`src/rtl/ud_count_arbiter.sv`:
```
// Round-robin shared up/down counter: two requesters each ask for a burst
// of steps in a chosen direction; one step is applied per clock.
// Ports: clk, reset (sync, active-low); req/dir/steps per requester;
//   gnt0/gnt1 grant, done0/done1 burst-complete pulse, busy, q counter,
//   wrap pulse when a step crossed the counter boundary.
module ud_count_arbiter #(
  parameter int WIDTH = 2,
  parameter int STEPW = 4
) (
  input  logic             clk,
  input  logic             reset,
  input  logic             req0,
  input  logic             dir0,
  input  logic [STEPW-1:0] steps0,
  input  logic             req1,
  input  logic             dir1,
  input  logic [STEPW-1:0] steps1,
  output logic             gnt0,
  output logic             gnt1,
  output logic             done0,
  output logic             done1,
  output logic             busy,
  output logic [WIDTH-1:0] q,
  output logic             wrap
);

  typedef enum logic [1:0] {
    S_IDLE,
    S_RUN,
    S_DONE
  } state_t;

  state_t             r_state, w_state_nx;
  logic [WIDTH-1:0]   r_q, w_q_nx;
  logic [STEPW-1:0]   r_rem, w_rem_nx;
  logic               r_dir, w_dir_nx;
  logic               r_win, w_win_nx;
  logic               r_rr_last, w_rr_nx;
  logic               r_gnt0, w_gnt0_nx;
  logic               r_gnt1, w_gnt1_nx;
  logic               r_done0, w_done0_nx;
  logic               r_done1, w_done1_nx;
  logic               r_wrap, w_wrap_nx;

  // Contention goes to whoever did not win last time.
  logic               w_pick;
  logic [STEPW-1:0]   w_steps;
  logic               w_dir;

  assign w_pick  = (req0 & req1) ? ~r_rr_last : req1;
  assign w_steps = w_pick ? steps1 : steps0;
  assign w_dir   = w_pick ? dir1 : dir0;

  always_comb begin
    w_state_nx = r_state;
    w_q_nx     = r_q;
    w_rem_nx   = r_rem;
    w_dir_nx   = r_dir;
    w_win_nx   = r_win;
    w_rr_nx    = r_rr_last;
    w_gnt0_nx  = r_gnt0;
    w_gnt1_nx  = r_gnt1;
    w_done0_nx = r_done0;
    w_done1_nx = r_done1;
    w_wrap_nx  = r_wrap;
    unique case (r_state)
      S_IDLE: begin
        if (req0 | req1) begin
          w_win_nx  = w_pick;
          w_rr_nx   = w_pick;
          w_dir_nx  = w_dir;
          w_rem_nx  = w_steps;
          w_gnt0_nx = ~w_pick;
          w_gnt1_nx = w_pick;
          if (w_steps == '0) begin
            w_state_nx = S_DONE;
            w_done0_nx = ~w_pick;
            w_done1_nx = w_pick;
          end else begin
            w_state_nx = S_RUN;
          end
        end
      end
      S_RUN: begin
        w_q_nx    = r_dir ? r_q - 1'b1 : r_q + 1'b1;
        w_wrap_nx = r_dir ? (r_q == '0) : (r_q == '1);
        w_rem_nx  = r_rem - 1'b1;
        if (r_rem == STEPW'(1)) begin
          w_state_nx = S_DONE;
          w_done0_nx = ~r_win;
          w_done1_nx = r_win;
        end
      end
      S_DONE: begin
        w_state_nx = S_IDLE;
        w_gnt0_nx  = 1'b0;
        w_gnt1_nx  = 1'b0;
        w_done0_nx = 1'b0;
        w_done1_nx = 1'b0;
        w_wrap_nx  = 1'b0;
      end
      default: w_state_nx = S_IDLE;
    endcase
  end

  always_ff @(posedge clk) begin
    if (!reset) begin
      r_state   <= S_IDLE;
      r_q       <= '0;
      r_rem     <= '0;
      r_dir     <= 1'b0;
      r_win     <= 1'b0;
      r_rr_last <= 1'b1;
      r_gnt0    <= 1'b0;
      r_gnt1    <= 1'b0;
      r_done0   <= 1'b0;
      r_done1   <= 1'b0;
      r_wrap    <= 1'b0;
    end else begin
      r_state   <= w_state_nx;
      r_q       <= w_q_nx;
      r_rem     <= w_rem_nx;
      r_dir     <= w_dir_nx;
      r_win     <= w_win_nx;
      r_rr_last <= w_rr_nx;
      r_gnt0    <= w_gnt0_nx;
      r_gnt1    <= w_gnt1_nx;
      r_done0   <= w_done0_nx;
      r_done1   <= w_done1_nx;
      r_wrap    <= w_wrap_nx;
    end
  end

  assign gnt0  = r_gnt0;
  assign gnt1  = r_gnt1;
  assign done0 = r_done0;
  assign done1 = r_done1;
  assign busy  = (r_state != S_IDLE);
  assign q     = r_q;
  assign wrap  = r_wrap;

endmodule
```
`config.mk`:
```
export PLATFORM = sky130hd
export DESIGN_NAME = ud_count_arbiter
export DESIGN_NICKNAME = d
export VERILOG_FILES = /design/src/rtl/ud_count_arbiter.sv
export SDC_FILE = /design/constraint.sdc
export NUM_CORES = 1
export LEC_CHECK = 0
export CORE_ASPECT_RATIO = 0.6
export CORE_UTILIZATION = 44
export CTS_CLUSTER_SIZE = 12
export DETAILED_ROUTE_END_ITERATION = 10
export PLACE_DENSITY = 0.79
export SYNTH_ARGS = -nofsm -noshare
export SYNTH_HDL_FRONTEND = slang
export SYNTH_SLANG_ARGS = --single-unit
export TNS_END_PERCENT = 100
```
`constraint.sdc`:
```
create_clock -name clk -period 1.6 [get_ports clk]
set_input_delay 0.32 -clock clk [delete_from_list [all_inputs] [get_ports clk]]
set_output_delay 0.32 -clock clk [all_outputs]
set_load 0.05 [all_outputs]
```
==> After elaboration in Yosys (flattened, before gate mapping) <==
Index checks and enable logic that the tools add are counted.
{ "word_totals": {"ff_bits": 16, "wordCells": 63, "output_inout_bits": 8, "input_bits": 14} }
{ "op_classes": {"add_sub_neg": 3, "eq_ne": 7, "mux": 24, "reduce_logical": 13, "n_bitwise": 5} }
{ "op_table": {"columns": ["cell", "count"], "rows": [
  ["$mux 1", 11],
  ["$mux 2", 4],
  ["$mux 4", 2],
  ["$pmux 4 s2", 1],
  ["$reduce_and 2->1", 4],
  ["$reduce_bool 2->1", 4],
  ["$ne 2x2->1 const B", 3],
  ["$pmux 1 s2", 3],
  ["$pmux 1 s3", 2],
  ["$eq 2x2->1 const B", 2],
  ["$eq 4x1->1 const B", 1],
  ["$logic_not 2->1", 2],
  ["$logic_not 4->1", 1],
  ["$pmux 2 s2", 1],
  ["$reduce_and 4->1", 1],
  ["$sub 4x1->4 const B", 1],
  ["$not 1->1", 3],
  ["$reduce_bool 3->1", 1],
  ["$add 2x1->2 const B", 1],
  ["$eq 2x1->1 const B", 1],
  ["$sub 2x1->2 const B", 1],
  ["$and 1x1->1", 1],
  ["$or 1x1->1", 1]
]} }

==> Logic depth before layout (Yosys ltp) <==
Gate-level depths: netlist of run 1.
{ "logic_depth": {"word_depth": 7, "depth_mapped": 7, "mapped_depth_nobuf": 6} }

==> Worst setup path before layout of run 1 <==
No wires, ideal clock.
{ "synth_path": {"path_kind": "register -> register", "start": "register r_state[0]", "end": "register r_gnt0, in the netlist gnt0", "t_arrival_ps": 1616, "setup_slack_ps": -81, "n_path_buf": 1, "setup_ps": 65, "stages_incl_launch_ff": 8, "path_cell_list": "dfxtp_1 > inv_1 > ha_1 > clkbuf_1 > inv_1 > nor4_1 > a21oi_1 > nor2_1"} }
{ "synth_via": {"elab_chain_cells": 3, "word_cells_on_any_way": 6, "cone_classes": "2 x eq/ne; 1 x mux; 3 x reduce/logical"} }
{ "synth_lines": {"columns": ["item", "line_no", "rtl"], "rows": [
  ["start: declaration", "33", "state_t r_state, w_state_nx;"],
  ["start signal: assignment", "120", "r_state <= w_state_nx;"],
  ["$eq 2x2->1 / $logic_not 2->1 (equally long branches)", "66", "unique case (r_state)"],
  ["$reduce_bool 2->1 (no source line) / $ne 2x2->1 (equally long branches)", null, null],
  ["$reduce_and 2->1 (no source line)", null, null],
  ["end signal: assignment", "126", "r_gnt0 <= w_gnt0_nx;"],
  ["end: declaration", "39", "logic r_gnt0, w_gnt0_nx;"]
]} }
Parallel ways exist; a longest one is shown, timed or not.
A chain may end at the register's enable or synchronous reset.

==> Final worst setup path of run 1 <==
{ "layout_path": {"start": "register r_state[1]", "end": "register r_gnt1, in the netlist gnt1"} }
{ "layout_via": {"elab_chain_cells": 3, "word_cells_on_any_way": 6, "cone_classes": "2 x eq/ne; 1 x mux; 3 x reduce/logical"} }
{ "layout_lines": {"columns": ["item", "line_no", "rtl"], "rows": [
  ["$eq 2x2->1 / $logic_not 2->1 (equally long branches)", "66", null],
  ["$reduce_bool 2->1 (no source line) / $ne 2x2->1 (equally long branches)", null, null],
  ["$reduce_and 2->1 (no source line)", null, null],
  ["end signal: assignment", "127", "r_gnt1 <= w_gnt1_nx;"],
  ["end: declaration", "40", "logic r_gnt1, w_gnt1_nx;"]
]} }
Parallel ways exist; a longest one is shown, timed or not.

==> flow_summary_export.csv, run 1 <==
group,metric,value,unit
min_path,hold_end,"gnt0",
pwr,worst_case_vdd_ir_drop,0.001000,V
global_route,grt_first_pass_wirelength,5299,um
timing,min_period,1.667,ns
timing,post-route-period-util,104.2,%
yosys,yosys_register_bits,16,
pwr,power.sequential.fraction,22.5,%
min_path,min_path_cells,2,
die,die_area,2434,um^2
clock_network,cts-buffers-inserted,3,
finish,finish.net_count,181,
worst_setup_path,critical_path_required,1.78,ns
finish,regMostFlops,"r_rem",
yosys,synth_enable_flop_cells,0,
timing,max_slew_margin,77.98,%
worst_setup_path,reg2reg_setup_slack,-0.07,ns
clock_network,cts.htree.levels,1,
timing,slew_violations,0,
detailed_routing,drt-wirelength-per-cell,19.18,um
worst_setup_path,worstPathCellList,"inv_2 > ha_4 > or3b_4 > buf_4 > o21ai_1 > a32oi_1 > nor2_1",
die,initial_core_util,50.00,%
timing,rsz0062_at_grt,"true",
finish,filler_cell_count,118,
timing,timing.final.ws_setup,-0.06727,ns
pwr,cellInternalPower,1.793,mW
outcome,status,"finished with violations",
clock_network,clock-root-buffer,"clkbuf_8",
worst_setup_path,worst_path_class_setup,"register to register",
placement,dpl.hpwl,2202,um
pwr,power.density,2095,nW/um^2
finish,multi_input_comb_area,706.9,um^2
min_path,hold_path.startpoint,"gnt0",
detailed_routing,drc_violation_count_after_routing,0,
placement,buffer_ports.inserted,21,
worst_setup_path,cp_slowest_cell,"or3b_4",
global_route,grt_antenna_before_repair,0,
worst_setup_path,cp_slowest_stage_delay,0.41,ns
detailed_routing,drt_pass1_iterations,4,
global_route,overflow,0,
clock_network,clock-sinks,16,
die,fp-row-count,12,
clock_network,cts.path.max_buffers,2,
outcome,violations,"setup timing",
yosys,synthesis.instances,115,
timing,setup_viol,5,
finish,n_antenna_cell,0,
worst_setup_path,rr_startpoint,"r_state[1]",
yosys,synth_sequential_area_ratio,32.57,%
yosys,mappedNetlistNets,135,
worst_setup_path,critical_path.endpoint_type,"register",
die,ios,22,
pwr,power.switching,1.487,mW
detailed_routing,first_iter_violations,140,
timing,skew_final,0.004689,ns
timing,report.final.hold_viol_count,0,
die,floorplan.die.width,63.04,um
yosys,synth.avg_cell_area,8.552,um^2
yosys,post_synth_instance_area,983.4,um^2
clock_network,clock_latency_on_the_worst_skew_pair,0.25,ns
yosys,ys_async_sr_fraction,0,%
worst_setup_path,worst_setup_path_start_kind,"register",
placement,place_congestion,0.8972,
pwr,clock_share_of_power,11.2,%
pwr,power.switching_fraction,45.35,%
placement,dpl.cell_count,182,
min_path,min_path_type,"register to register",
flow_run,max_cap_violation_count,0,
die,die_h,38.62,um
finish,register_area,325.3,um^2
worst_setup_path,crit_arrival,1.85,ns
pwr,share_of_power_burned_in_combinational_logic,66.3,%
pwr,leakage,0.6319,nW
global_route,first_global_vias,1055,
global_route,grt_start_max_net_pins,13,
die,coreArea,1967,um^2
worst_setup_path,cp_max_fo,4,
detailed_routing,vias,1144,
detailed_routing,vias_per_cell,6.085,
detailed_routing,antenna_violating_nets_post_route,0,
finish,fin_cells,188,
timing,final.hold.worst_slack,0.5196,ns
yosys,synth_ff_type,"dfxtp_1",
finish,synthToLayoutAreaGrowth,59.16,%
yosys,ys_warn_count,0,
global_route,global_route.usage.total,30.37,%
placement,pre_cts_ws,-0.4144,ns
timing,fmax,0.5998,GHz
detailed_routing,drt-total-wl,3606,um
worst_setup_path,rr_worst_depth,7,
timing,tightestPinTransition,0.3279,ns
finish,largest_register_ff_count,4,
clock_network,cts.clk_slew.worst_paths,0.07,ns
clock_network,tritoncts,"done",
worst_setup_path,reg2reg_to,"gnt1",
yosys,synth.lib_cells_used.distinct,33,
finish,share_of_cells_above_drive_strength_1,40.00,%
==> worst max-delay path by stage <==
stage | from | end | cells past startpoint
2_1_floorplan | r_state[0] | gnt0 | 7
3_3_place_gp | req1 | r_rem[2] | 6
3_5_place_dp | req0 | done0 | 6
4_1_cts | r_rem[1] | done1 | 6
5_1_grt | r_state[1] | gnt1 | 7
6_report | r_state[1] | gnt1 | 7
==> repair_timing <==
action / 4_1_cts / 5_1_grt
setup endpoints to repair: 10 / 9
setup buffers: 1 / 1
gates resized for setup: 20 / 9
pin swaps: 4 / 0
hold buffers: 0 / 0
==> logic make-up after synthesis <==
family | synth area share (%)
AO/OA/AOI/OAI | 21.37
multiplexers | 8.651
AND/OR/NAND/NOR | 20.99
flip-flops | 32.57
buffers and inverters | 6.106
XOR/XNOR | 2.672
adder cells (fa/ha/maj) | 7.633
==> cell usage after synthesis, types with 2 or more instances <==
| cell | count | area (um^2) |
|---|---|---|
| a21oi_1 | 6 | 30.03 |
| a31oi_1 | 4 | 25.02 |
| clkbuf_1 | 3 | 11.26 |
| dfxtp_1 | 16 | 320.3 |
| ha_1 | 6 | 75.07 |
| inv_1 | 9 | 33.78 |
| mux2_2 | 4 | 45.04 |
| mux2i_1 | 4 | 40.04 |
| nand2_1 | 3 | 11.26 |
| nand2b_1 | 4 | 25.02 |
| nand3_1 | 5 | 25.02 |
| nor2_1 | 11 | 41.29 |
| nor4_1 | 4 | 25.02 |
| o21ai_0 | 10 | 50.05 |
| o22ai_1 | 3 | 18.77 |
| or3_1 | 3 | 18.77 |
| or3b_1 | 2 | 17.52 |
| xnor2_1 | 3 | 26.28 |
==> layout by cell type, fill, tap and decap left out, types with 3 or more instances in the layout <==
master,instances
buf_4,28
o21ai_0,9
nor2_1,11
ha_1,3
inv_1,5
nand3_1,5
buf_12,3
dfxtp_2,4
a21oi_1,6
a31oi_1,4
xnor2_1,3
mux2i_1,3
nand2b_1,4
inv_2,4
or3_1,3
clkbuf_8,4
mux2_2,4
nand2_1,3
clkdlybuf4s50_1,11
dfxtp_1,12
o22ai_1,3
==> power groups by stage <==
stage | sequential, mW | clock [mW] | combinational (mW)
floorplan | 0.905 | 0 | 0.874
global placement | 0.691 | 0 | 1.78
detailed placement | 0.702 | 0 | 1.82
CTS | 0.709 | 0.375 | 1.98
global route | 0.751 | 0.392 | 2.28
finish | 0.738 | 0.368 | 2.17
==> routing by layer <==
metal  wire length, um  track usage [%]
met1              1460            36.36
met2              1649            54.03
met3               305            7.941
met4               190            11.05
met5                 0                0
==> worst max-delay path: cells and delay by family, from the launching register on <==
| kind | cells | cell delay (ns) |
|---|---|---|
| buf+inv | 2 | 0.24 |
| simple gates | 2 | 0.57 |
| compound gates | 2 | 0.30 |
| flops | 1 | 0.34 |
| fa+ha+maj | 1 | 0.15 |
==> area by class of cell <==
class,instances,share of cell area (%)
inverters,9,2.158
repair buffers,45,26.14
multi-input cells,86,45.16
clock buffers,4,3.517
flip-flops and latches,16,20.78
well taps,28,2.238
==> stage by stage <==
| stage | cell area, um^2 | total power [mW] | utilization, % | TNS, ns |
|---|---|---|---|---|
| finish | 1565 | 3.280 | 79.58 | -0.2571 |
| global route | 1565 | 3.428 | 79.58 | -0.4401 |
| CTS | 1520 | 3.061 | 77.29 | -0.03369 |
| detailed placement | 1385 | 2.520 | 70.42 | -3.769 |
| global placement | 1385 | 2.473 | 70.42 | -3.046 |
| floorplan | 983.4 | 1.779 | - | 0 |
(Power assumes the default switching activity.)
==> inputs of run 2 (changes only) <==
Settings changed: HOLD_SLACK_MARGIN from default to 0.02.
==> results of run 2 <==
Same layout as run 1: the final DEF is identical, and so are final timing and power.
